===== src/rtl/led_pwm_pkg.sv =====
// Register map, CTRL field offsets and bus widths shared by the LED PWM controller.
package led_pwm_pkg;
  localparam int ADDR_W    = 5;
  localparam int DATA_W    = 32;
  localparam int BLINK_P_W = 16;

  localparam logic [ADDR_W-1:0] ADDR_CTRL   = 5'd0;
  localparam logic [ADDR_W-1:0] ADDR_BLINK  = 5'd1;
  localparam logic [ADDR_W-1:0] ADDR_STATUS = 5'd2;
  localparam logic [ADDR_W-1:0] ADDR_DUTY0  = 5'd4;

  localparam int CTRL_EN_LSB    = 0;
  localparam int CTRL_BLINK_LSB = 16;

  function automatic logic [ADDR_W-1:0] duty_addr(input int i);
    return ADDR_DUTY0 + ADDR_W'(i);
  endfunction
endpackage


===== src/rtl/led_pwm_if.sv =====
// Simple single-cycle register bus: sel/we/addr/wdata in, rdata/ready one cycle later.
interface led_pwm_if;
  import led_pwm_pkg::*;
  logic              sel;
  logic              we;
  logic [ADDR_W-1:0] addr;
  logic [DATA_W-1:0] wdata;
  logic [DATA_W-1:0] rdata;
  logic              ready;

  modport master (output sel, we, addr, wdata, input rdata, ready);
  modport slave  (input sel, we, addr, wdata, output rdata, ready);
endinterface


===== src/rtl/led_pwm_channel.sv =====
// One LED channel: shadow duty, period-aligned active duty, compare and registered drive.
module led_pwm_channel #(
    parameter int PWM_WIDTH = 8
) (
    input  logic                 clk,
    input  logic                 reset,
    input  logic                 wr,
    input  logic [PWM_WIDTH-1:0] wdata,
    input  logic                 load,
    input  logic [PWM_WIDTH-1:0] cnt,
    input  logic                 en,
    output logic [PWM_WIDTH-1:0] shadow,
    output logic                 led
);
    logic [PWM_WIDTH-1:0] active;

    // Active duty only changes at the period boundary so a period is never torn.
    always_ff @(posedge clk) begin
        if (reset) begin
            shadow <= '0;
            active <= '0;
            led    <= 1'b0;
        end else begin
            if (wr)   shadow <= wdata;
            if (load) active <= shadow;
            led <= en && (cnt < active);
        end
    end
endmodule


===== src/rtl/led_pwm_ctrl.sv =====
// LED PWM controller top: register bus, prescaler, PWM counter, per-LED channels.
// Optional blink gating is built only when LED_PWM_BLINK_EN is defined.
module led_pwm_ctrl #(
    parameter int NUM_LED   = 4,
    parameter int PWM_WIDTH = 8,
    parameter int PRESCALE  = 16
) (
    input  logic               clk,
    input  logic               reset,
    led_pwm_if.slave           bus,
    output logic [NUM_LED-1:0] led
);
    import led_pwm_pkg::*;

    localparam int PS_W = (PRESCALE > 1) ? $clog2(PRESCALE) : 1;

    logic [PS_W-1:0]                     presc;
    logic [PWM_WIDTH-1:0]                pwm_cnt;
    logic                                tick, wrap, wr;
    logic [NUM_LED-1:0]                  en, ch_en, duty_wr;
    logic [NUM_LED-1:0][PWM_WIDTH-1:0]   shadow;
    logic [DATA_W-1:0]                   rd;
    logic                                unused_wdata;

    assign tick         = (presc == PS_W'(PRESCALE - 1));
    assign wrap         = tick && (pwm_cnt == '1);
    assign wr           = bus.sel && bus.we;
    assign unused_wdata = ^bus.wdata;

    always_ff @(posedge clk) begin
        if (reset) begin
            presc   <= '0;
            pwm_cnt <= '0;
        end else if (tick) begin
            presc   <= '0;
            pwm_cnt <= pwm_cnt + 1'b1;
        end else begin
            presc   <= presc + 1'b1;
        end
    end

`ifdef LED_PWM_BLINK_EN
    logic [NUM_LED-1:0]   bmask;
    logic [BLINK_P_W-1:0] bper, bcnt;
    logic                 blink_off;

    // blink_off=0 is the visible phase; a zero period parks it there.
    always_ff @(posedge clk) begin
        if (reset) begin
            bcnt      <= '0;
            blink_off <= 1'b0;
        end else if (wrap) begin
            if (bper == '0) begin
                bcnt      <= '0;
                blink_off <= 1'b0;
            end else if (bcnt >= bper - 1'b1) begin
                bcnt      <= '0;
                blink_off <= ~blink_off;
            end else begin
                bcnt      <= bcnt + 1'b1;
            end
        end
    end

    assign ch_en = en & ~(bmask & {NUM_LED{blink_off}});
`else
    assign ch_en = en;
`endif

    always_comb begin
        rd = '0;
        case (bus.addr)
            ADDR_CTRL: begin
                rd[CTRL_EN_LSB +: NUM_LED] = en;
`ifdef LED_PWM_BLINK_EN
                rd[CTRL_BLINK_LSB +: NUM_LED] = bmask;
`endif
            end
            ADDR_BLINK: begin
`ifdef LED_PWM_BLINK_EN
                rd[BLINK_P_W-1:0] = bper;
`endif
            end
            ADDR_STATUS: rd[PWM_WIDTH-1:0] = pwm_cnt;
            default: begin
                for (int i = 0; i < NUM_LED; i++)
                    if (bus.addr == duty_addr(i)) rd[PWM_WIDTH-1:0] = shadow[i];
            end
        endcase
    end

    // Reset wins over a same-cycle access: no commit, no ready pulse.
    always_ff @(posedge clk) begin
        if (reset) begin
            bus.ready <= 1'b0;
            bus.rdata <= '0;
            en        <= '0;
`ifdef LED_PWM_BLINK_EN
            bmask     <= '0;
            bper      <= '0;
`endif
        end else begin
            bus.ready <= bus.sel;
            bus.rdata <= (bus.sel && !bus.we) ? rd : '0;
            if (wr) begin
                case (bus.addr)
                    ADDR_CTRL: begin
                        en <= bus.wdata[CTRL_EN_LSB +: NUM_LED];
`ifdef LED_PWM_BLINK_EN
                        bmask <= bus.wdata[CTRL_BLINK_LSB +: NUM_LED];
`endif
                    end
`ifdef LED_PWM_BLINK_EN
                    ADDR_BLINK: bper <= bus.wdata[BLINK_P_W-1:0];
`endif
                    default: ;
                endcase
            end
        end
    end

    for (genvar i = 0; i < NUM_LED; i++) begin : g_ch
        assign duty_wr[i] = wr && (bus.addr == duty_addr(i));
        led_pwm_channel #(.PWM_WIDTH(PWM_WIDTH)) u_ch (
            .clk    (clk),
            .reset  (reset),
            .wr     (duty_wr[i]),
            .wdata  (bus.wdata[PWM_WIDTH-1:0]),
            .load   (wrap),
            .cnt    (pwm_cnt),
            .en     (ch_en[i]),
            .shadow (shadow[i]),
            .led    (led[i])
        );
    end
endmodule


===== src/flat_wrapper.sv =====
// flat-port wrapper written by rule: the top's interface ports become plain ports
module led_pwm_ctrl_flat import led_pwm_pkg::*;
#(
    parameter int NUM_LED   = 4,
    parameter int PWM_WIDTH = 8,
    parameter int PRESCALE  = 16
)
  (clk, reset, led, bus_sel, bus_we, bus_addr, bus_wdata, bus_rdata, bus_ready);
  led_pwm_if bus_i ();
  input  logic clk;
  input  logic reset;
  output logic [NUM_LED-1:0] led;
  input wire logic [$bits(bus_i.sel)-1:0] bus_sel;
  input wire logic [$bits(bus_i.we)-1:0] bus_we;
  input wire logic [$bits(bus_i.addr)-1:0] bus_addr;
  input wire logic [$bits(bus_i.wdata)-1:0] bus_wdata;
  output wire logic [$bits(bus_i.rdata)-1:0] bus_rdata;
  output wire logic [$bits(bus_i.ready)-1:0] bus_ready;
  assign bus_i.sel = bus_sel;
  assign bus_i.we = bus_we;
  assign bus_i.addr = bus_addr;
  assign bus_i.wdata = bus_wdata;
  assign bus_rdata = bus_i.rdata;
  assign bus_ready = bus_i.ready;
  led_pwm_ctrl #(.NUM_LED(NUM_LED), .PWM_WIDTH(PWM_WIDTH), .PRESCALE(PRESCALE)) u_core (.clk(clk), .reset(reset), .bus(bus_i), .led(led));
endmodule

===== config.mk =====
export PLATFORM = sky130hd
export DESIGN_NAME = led_pwm_ctrl_flat
export DESIGN_NICKNAME = d
export VERILOG_FILES = /design/src/rtl/led_pwm_pkg.sv /design/src/rtl/led_pwm_if.sv /design/src/rtl/led_pwm_channel.sv /design/src/rtl/led_pwm_ctrl.sv /design/src/flat_wrapper.sv
export SDC_FILE = /design/constraint.sdc
export NUM_CORES = 1
export LEC_CHECK = 0
export CORE_AREA = 3 3 141 143
export CTS_BUF_LIST = sky130_fd_sc_hd__clkbuf_4 sky130_fd_sc_hd__clkbuf_8
export CTS_CLUSTER_SIZE = 40
export DETAILED_ROUTE_END_ITERATION = 12
export DIE_AREA = 0 0 144 146
export SLEW_MARGIN = 20
export SYNTH_ARGS = -nofsm -noshare
export SYNTH_HDL_FRONTEND = slang
export SYNTH_SLANG_ARGS = --single-unit

===== constraint.sdc =====
create_clock -name clk -period 1.9 [get_ports clk]
set_input_delay 0.38 -clock clk [delete_from_list [all_inputs] [get_ports clk]]
set_output_delay 0.38 -clock clk [all_outputs]
set_load 0.005 [all_outputs]

* Word-level counts from Yosys, hierarchy flattened
Cells that the tools add are included.
Widths: inputs -> output; s select.
** Storage, ports and cells
- Bits in registers :: 117
- Bits in latches :: 0
- RAM bits :: 0
- Memory bits (read-only) :: 0
- Input port bits :: 41
- Output and inout port bits :: 37
- Memories :: 0
** Cells by class
- Add/sub/neg operators :: 2
- $mul :: 0
- Divide/modulo/power cells :: 0
- Order comparisons :: 4
- Equality and inequality tests :: 8
- Shift operators :: 0
- Multiplexer cells :: 6
- Bitwise operators :: 1
- Reductions and logical operators :: 17
** Operator list (count)
- $lt 8x8->1 :: 4
- $mux 8 :: 4
- $eq 5x3->1 const B :: 4
- $pmux 4 s3 :: 1
- $logic_and 1x1->1 :: 11
- $add 8x1->8 const B :: 1
- $eq 8x8->1 const B :: 1
- $pmux 4 s2 :: 1
- $reduce_or 2->1 :: 3
- $eq 5x1->1 const B :: 1
- $eq 5x2->1 const B :: 1
- $logic_not 5->1 :: 1
- $add 4x1->4 const B :: 1
- $eq 4x4->1 const B :: 1
- $reduce_and 2->1 :: 1
- $logic_not 1->1 :: 1
- $not 1->1 :: 1

* Depth between registers and ports, before layout
- Word-level depth :: 6
- Depth in mapped cells :: 7
- Gate-level depth less buffers :: 6

* Hierarchy
Synthesis repeated with hierarchy kept, for this count alone.
** Second synthesis, totals
- Cells, all modules :: 486
- Area, all modules :: 4621.9 um2
** By module, submodules not included
- led_pwm_channel :: times used 4, cells each 76, area each 763.2 um2, sequential area each 340.3 um2
- led_pwm_ctrl :: times used 1, cells each 182, area each 1569.0 um2, sequential area each 500.5 um2

* Least setup slack after synthesis
No wires, ideal clock.
- Kind :: register to register
- From :: register u_core.presc[0]
- To :: register u_core.g_ch[0].u_ch.active[2]
- Setup time :: 0.128 ns
- Data arrival time :: 1.425 ns
- Setup slack :: 0.348 ns
- Stages on the path, launching flop included :: 8
- Path buffers :: 2
- Period minus slack after synthesis :: 1.552 ns
- Cells stage by stage :: dfxtp_1 -> ha_1 -> and4_1 -> buf_2 -> nand4_4 -> buf_6 -> mux2i_1 -> nor2_1
** On the way
- Longest elaborated chain between the ends :: 2
** Ends and longest elaborated chain
- from (decl) :: line led_pwm_ctrl.sv:17 : logic [PS_W-1:0] presc;
- from (signal assigned) :: line led_pwm_ctrl.sv:38 : presc <= presc + 1'b1;
- $eq 4x4->1 :: line led_pwm_ctrl.sv:25 : assign tick = (presc == PS_W'(PRESCALE - 1));
- $logic_and 1x1->1 :: line led_pwm_ctrl.sv:26 : assign wrap = tick && (pwm_cnt == '1);
- to (signal assigned) :: line led_pwm_channel.sv:25 : if (load) active <= shadow;
- to (decl) :: line led_pwm_channel.sv:15 : logic [PWM_WIDTH-1:0] active;
No other way between the ends.
A chain may end at the register's enable or synchronous reset.

* Worst setup path after layout
- From :: register u_core.presc[0]
- To :: register u_core.g_ch[3].u_ch.active[3]
** On the way
- Longest elaborated chain between the ends :: 2
** Ends and longest elaborated chain (line)
- $eq 4x4->1 :: led_pwm_ctrl.sv:25
- $logic_and 1x1->1 :: led_pwm_ctrl.sv:26
- to (signal assigned) :: led_pwm_channel.sv:25
- to (decl) :: led_pwm_channel.sv:15
No other way between the ends.

==> summary.md <==
| Metric | Value |
|---|---|
| Outcome | complete, no violations |
| Fin. Hold Viols | 0 |
| CTS tree | yes |
| Worst clock skew | about 9.5 ps |
| Syn Inst Count | 494 |
| Max frequency | 579 MHz |
| Most frequent cells after synthesis | 93 x dfxtp_1, 92 x nor2_1, 72 x mux2i_1 |
| Reg clk slew, reported paths | ~90 ps |
| Final Cell Area | 5400 um2 |
| Fin crit share | 0.910 |
| Largest net degree at the start of global routing | 86 |
| Buf+Inv Stages, Crit Path | 1 |
| Share of layout cells above drive strength 1 | 0.0996 |
| Clock Path Buffers | 2 |
| Seq/Total Area, Yosys | 0.401 |
| CP endpoint kind | flop |
| Gr ovfl total | 0 |
| Number of core rows | 50 |
| Worst VDD drop | 0.270 mV |
| Ant diodes | 0 |
| Die Wd | 144 um |
| Post-DP HPWL | 7420 um |
| WL final | just over 10000 um |
| DIE HEIGHT | 146 um |
| Num ports | approximately 80 |
| Port Buffers | 29 |
| RSZ-0062 raised after global routing | no |
| Yosys warning count | 0 |
| Wire per inst | between 10 and 15 um |
| Final setup violation count | 0 |
| Pleak | 0.00241 uW |
| Synth area leaders | dfxtp_1 40%, mux2i_1 16%, ha_1 8.1%, nor2_1 7.4%, buf_4 4.5% |
| Area grow syn2layout | 16.2% |
| First-pass GRT wire length | ~17000 um |
| Largest area contributor in the netlist | dfxtp_1 |
| Cts hold-fix bufs | 0 |
| Initial antenna violation count | 0 |
| Placed cells | 760 |
| Library cells used by synthesis | 42 |
| Number of global-route vias before repair | 3186 |
| WP data required | 2130 ps |
| CP max-delay cell | dfxtp_1 |
| Post-synth top area share | 0.401 |
| Gpl congestion | approximately 0.82 |
| Full die area | 21000 um2 |
| Core Util, Final | 0.288 |
| Initial DRC Count | 204 |
| Max-cap violations | 0 |
| Asr flop ratio synth | 0 |
| Predominant post-synthesis flop cell | dfxtp_1 |
| Synthesized area | 4650 um2 |
| Power, Total | 3350 uW |
| CTS root buffer | clkbuf_8 |
| CP Max Fanout | 32 |
| Register area | 1860 um2 |
| Average cell area after synthesis | 9.40 um2 |
| CP max stage delay | around 390 ps |
| Tmin final | 1730 ps |
| Critical path type | flop to flop |
| Post-route DRC | 0 |
| Classification of the worst-slack hold path | flop to flop |
| Number of synthesized register bits | 93 |
| Fin. max-slew vios | 0 |
| ANT nets after route | 0 |
| Drt pass-1 iters | 4 |
| Core ar. | 18700 um2 |
| Cts bufs inserted | 9 |
| Area of the multi-input gates | about 2400 um2 |
| Cell with the most instances after synthesis | dfxtp_1 |
| Crit path cell chain | ha_1, and4_1, nand4_4, buf_12, mux2i_1, nor2_1 |
| Post-CTS setup buffer count | 0 |
| Worst hold slack | 493 ps |
| Vias | 3313 |
| Initial Util | 0.248 |
| CP Data Arrival Time | 1960 ps |
| EDFF count, synth | 0 |
| H-tree depth | 3 |
| Vias per std cell | 4.27 |
| Skew-Pair Late Insertion Delay | roughly 360 ps |
| DP Area | about 5200 um2 |
| Delay-heaviest family, CP | simple AND/OR/NAND/NOR gates |
| Nets | between 600 and 700 |
| Startpoint types | flop |
| GRT Total Usage | 0.0988 |
| Fill count | 1974 |
| Power per cell area | approximately 620 nW/um2 |
| Finished Layout Cells | 776 |
| Resized Gates After CTS | 0 |
| Sink Count | between 90 and 100 |
## cell families (layout without fill, tap and decap cells)
logic type                 Yosys count  in the layout  share of synthesized area
muxes                               76             76                      0.165
xor gates and xnor gates             7              7                     0.0132
buffers and inverters               79            104                      0.100
AOI/OAI and AO/OA                   62             62                     0.0851
DFF                                 93             93                      0.401
and+or+nand+nor                    146            146                      0.154
adders and majority gates           30             30                     0.0808
other                                1             24                   0.000807
## sequential cells by signal (all words and copies together), names as in the netlist
signal	count
u_core.g_ch.u_ch.active	32
u_core.g_ch.u_ch.led	4
u_core.bus.ready	1
u_core.ch_en	4
u_core.bus.rdata	8
u_core.pwm_cnt	8
u_core.g_ch.u_ch.shadow	32
u_core.presc	4
## power breakdown
group / switching, uW / internal [uW]
registers: 9.54 / 1960
logic: 121 / 93.9
clock network: 677 / 488
## area by class of cell
cell class                      instances  share of cell area
Timing Repair Buffer                   58               0.100
Clock inverter                          6             0.00742
Clock buffer                           10              0.0243
Multi-Input combinational cell        345               0.445
Inverter                               30              0.0234
Tap cell                              234              0.0543
Sequential cell                        93               0.345
## cells in the final DEF (no fill, tap or decap), types with 2 or more instances in the layout
cell type and count:
nand2_1 13, o21ai_0 14, clkbuf_8 9, buf_12 3, o2111ai_1 4, inv_1 29
clkinv_4 2, nand2b_1 7, nor4_1 5, nand3_1 5, ha_1 30, mux2_1 4
a211oi_1 8, xnor2_1 5, a21o_1 4, and3_1 7, nor3_1 3, a22o_1 4
clkdlybuf4s50_1 28, xor2_1 2, o21a_1 4, a21boi_0 4, dfxtp_1 93, and4_1 2
a21oi_1 16, clkinv_2 3, conb_1 24, mux2i_1 72, nor2_1 92, nor3_4 2
o22ai_1 4, or3_1 2, buf_4 26
## per-stage QoR
step           setup WS (ps)  setup TNS (ps)
6_report                 172               0
5_1_grt                 54.9               0
4_1_cts                  167               0
3_5_place_dp            -107           -2640
3_3_place_gp           -63.8           -1620
2_1_floorplan            348               0
## worst paths after layout
path                                       from                       endpoint  slack, ps  depth (start not counted)
worst min-delay path            u_core.ch_en[3]        u_core.g_ch[3].u_ch.led        490                          2
worst max-delay path            u_core.presc[0]  u_core.g_ch[3].u_ch.active[3]        170                          6
worst min register to register  u_core.ch_en[3]        u_core.g_ch[3].u_ch.led        490                          2
worst max register to register  u_core.presc[0]  u_core.g_ch[3].u_ch.active[3]        170                          6
## layer usage
layer | GRT usage | vias up | share of wire
met4 | 0.0254 | 0 | 0.0083
met1 | 0.145 | 1520 | 0.52
met3 | 0.0207 | 6 | 0.043
li1 | - | 1717 | -
met2 | 0.146 | 70 | 0.43
met5 | 0 | - | 0
## worst reg2reg max path, cell delays in order, from the launching register on
cell     delay, ps
dfxtp_1        390
ha_1           250
and4_1         360
nand4_4        140
buf_12         220
mux2i_1        190
nor2_1          60
Note: power is estimated with default switching activity, not from simulation.
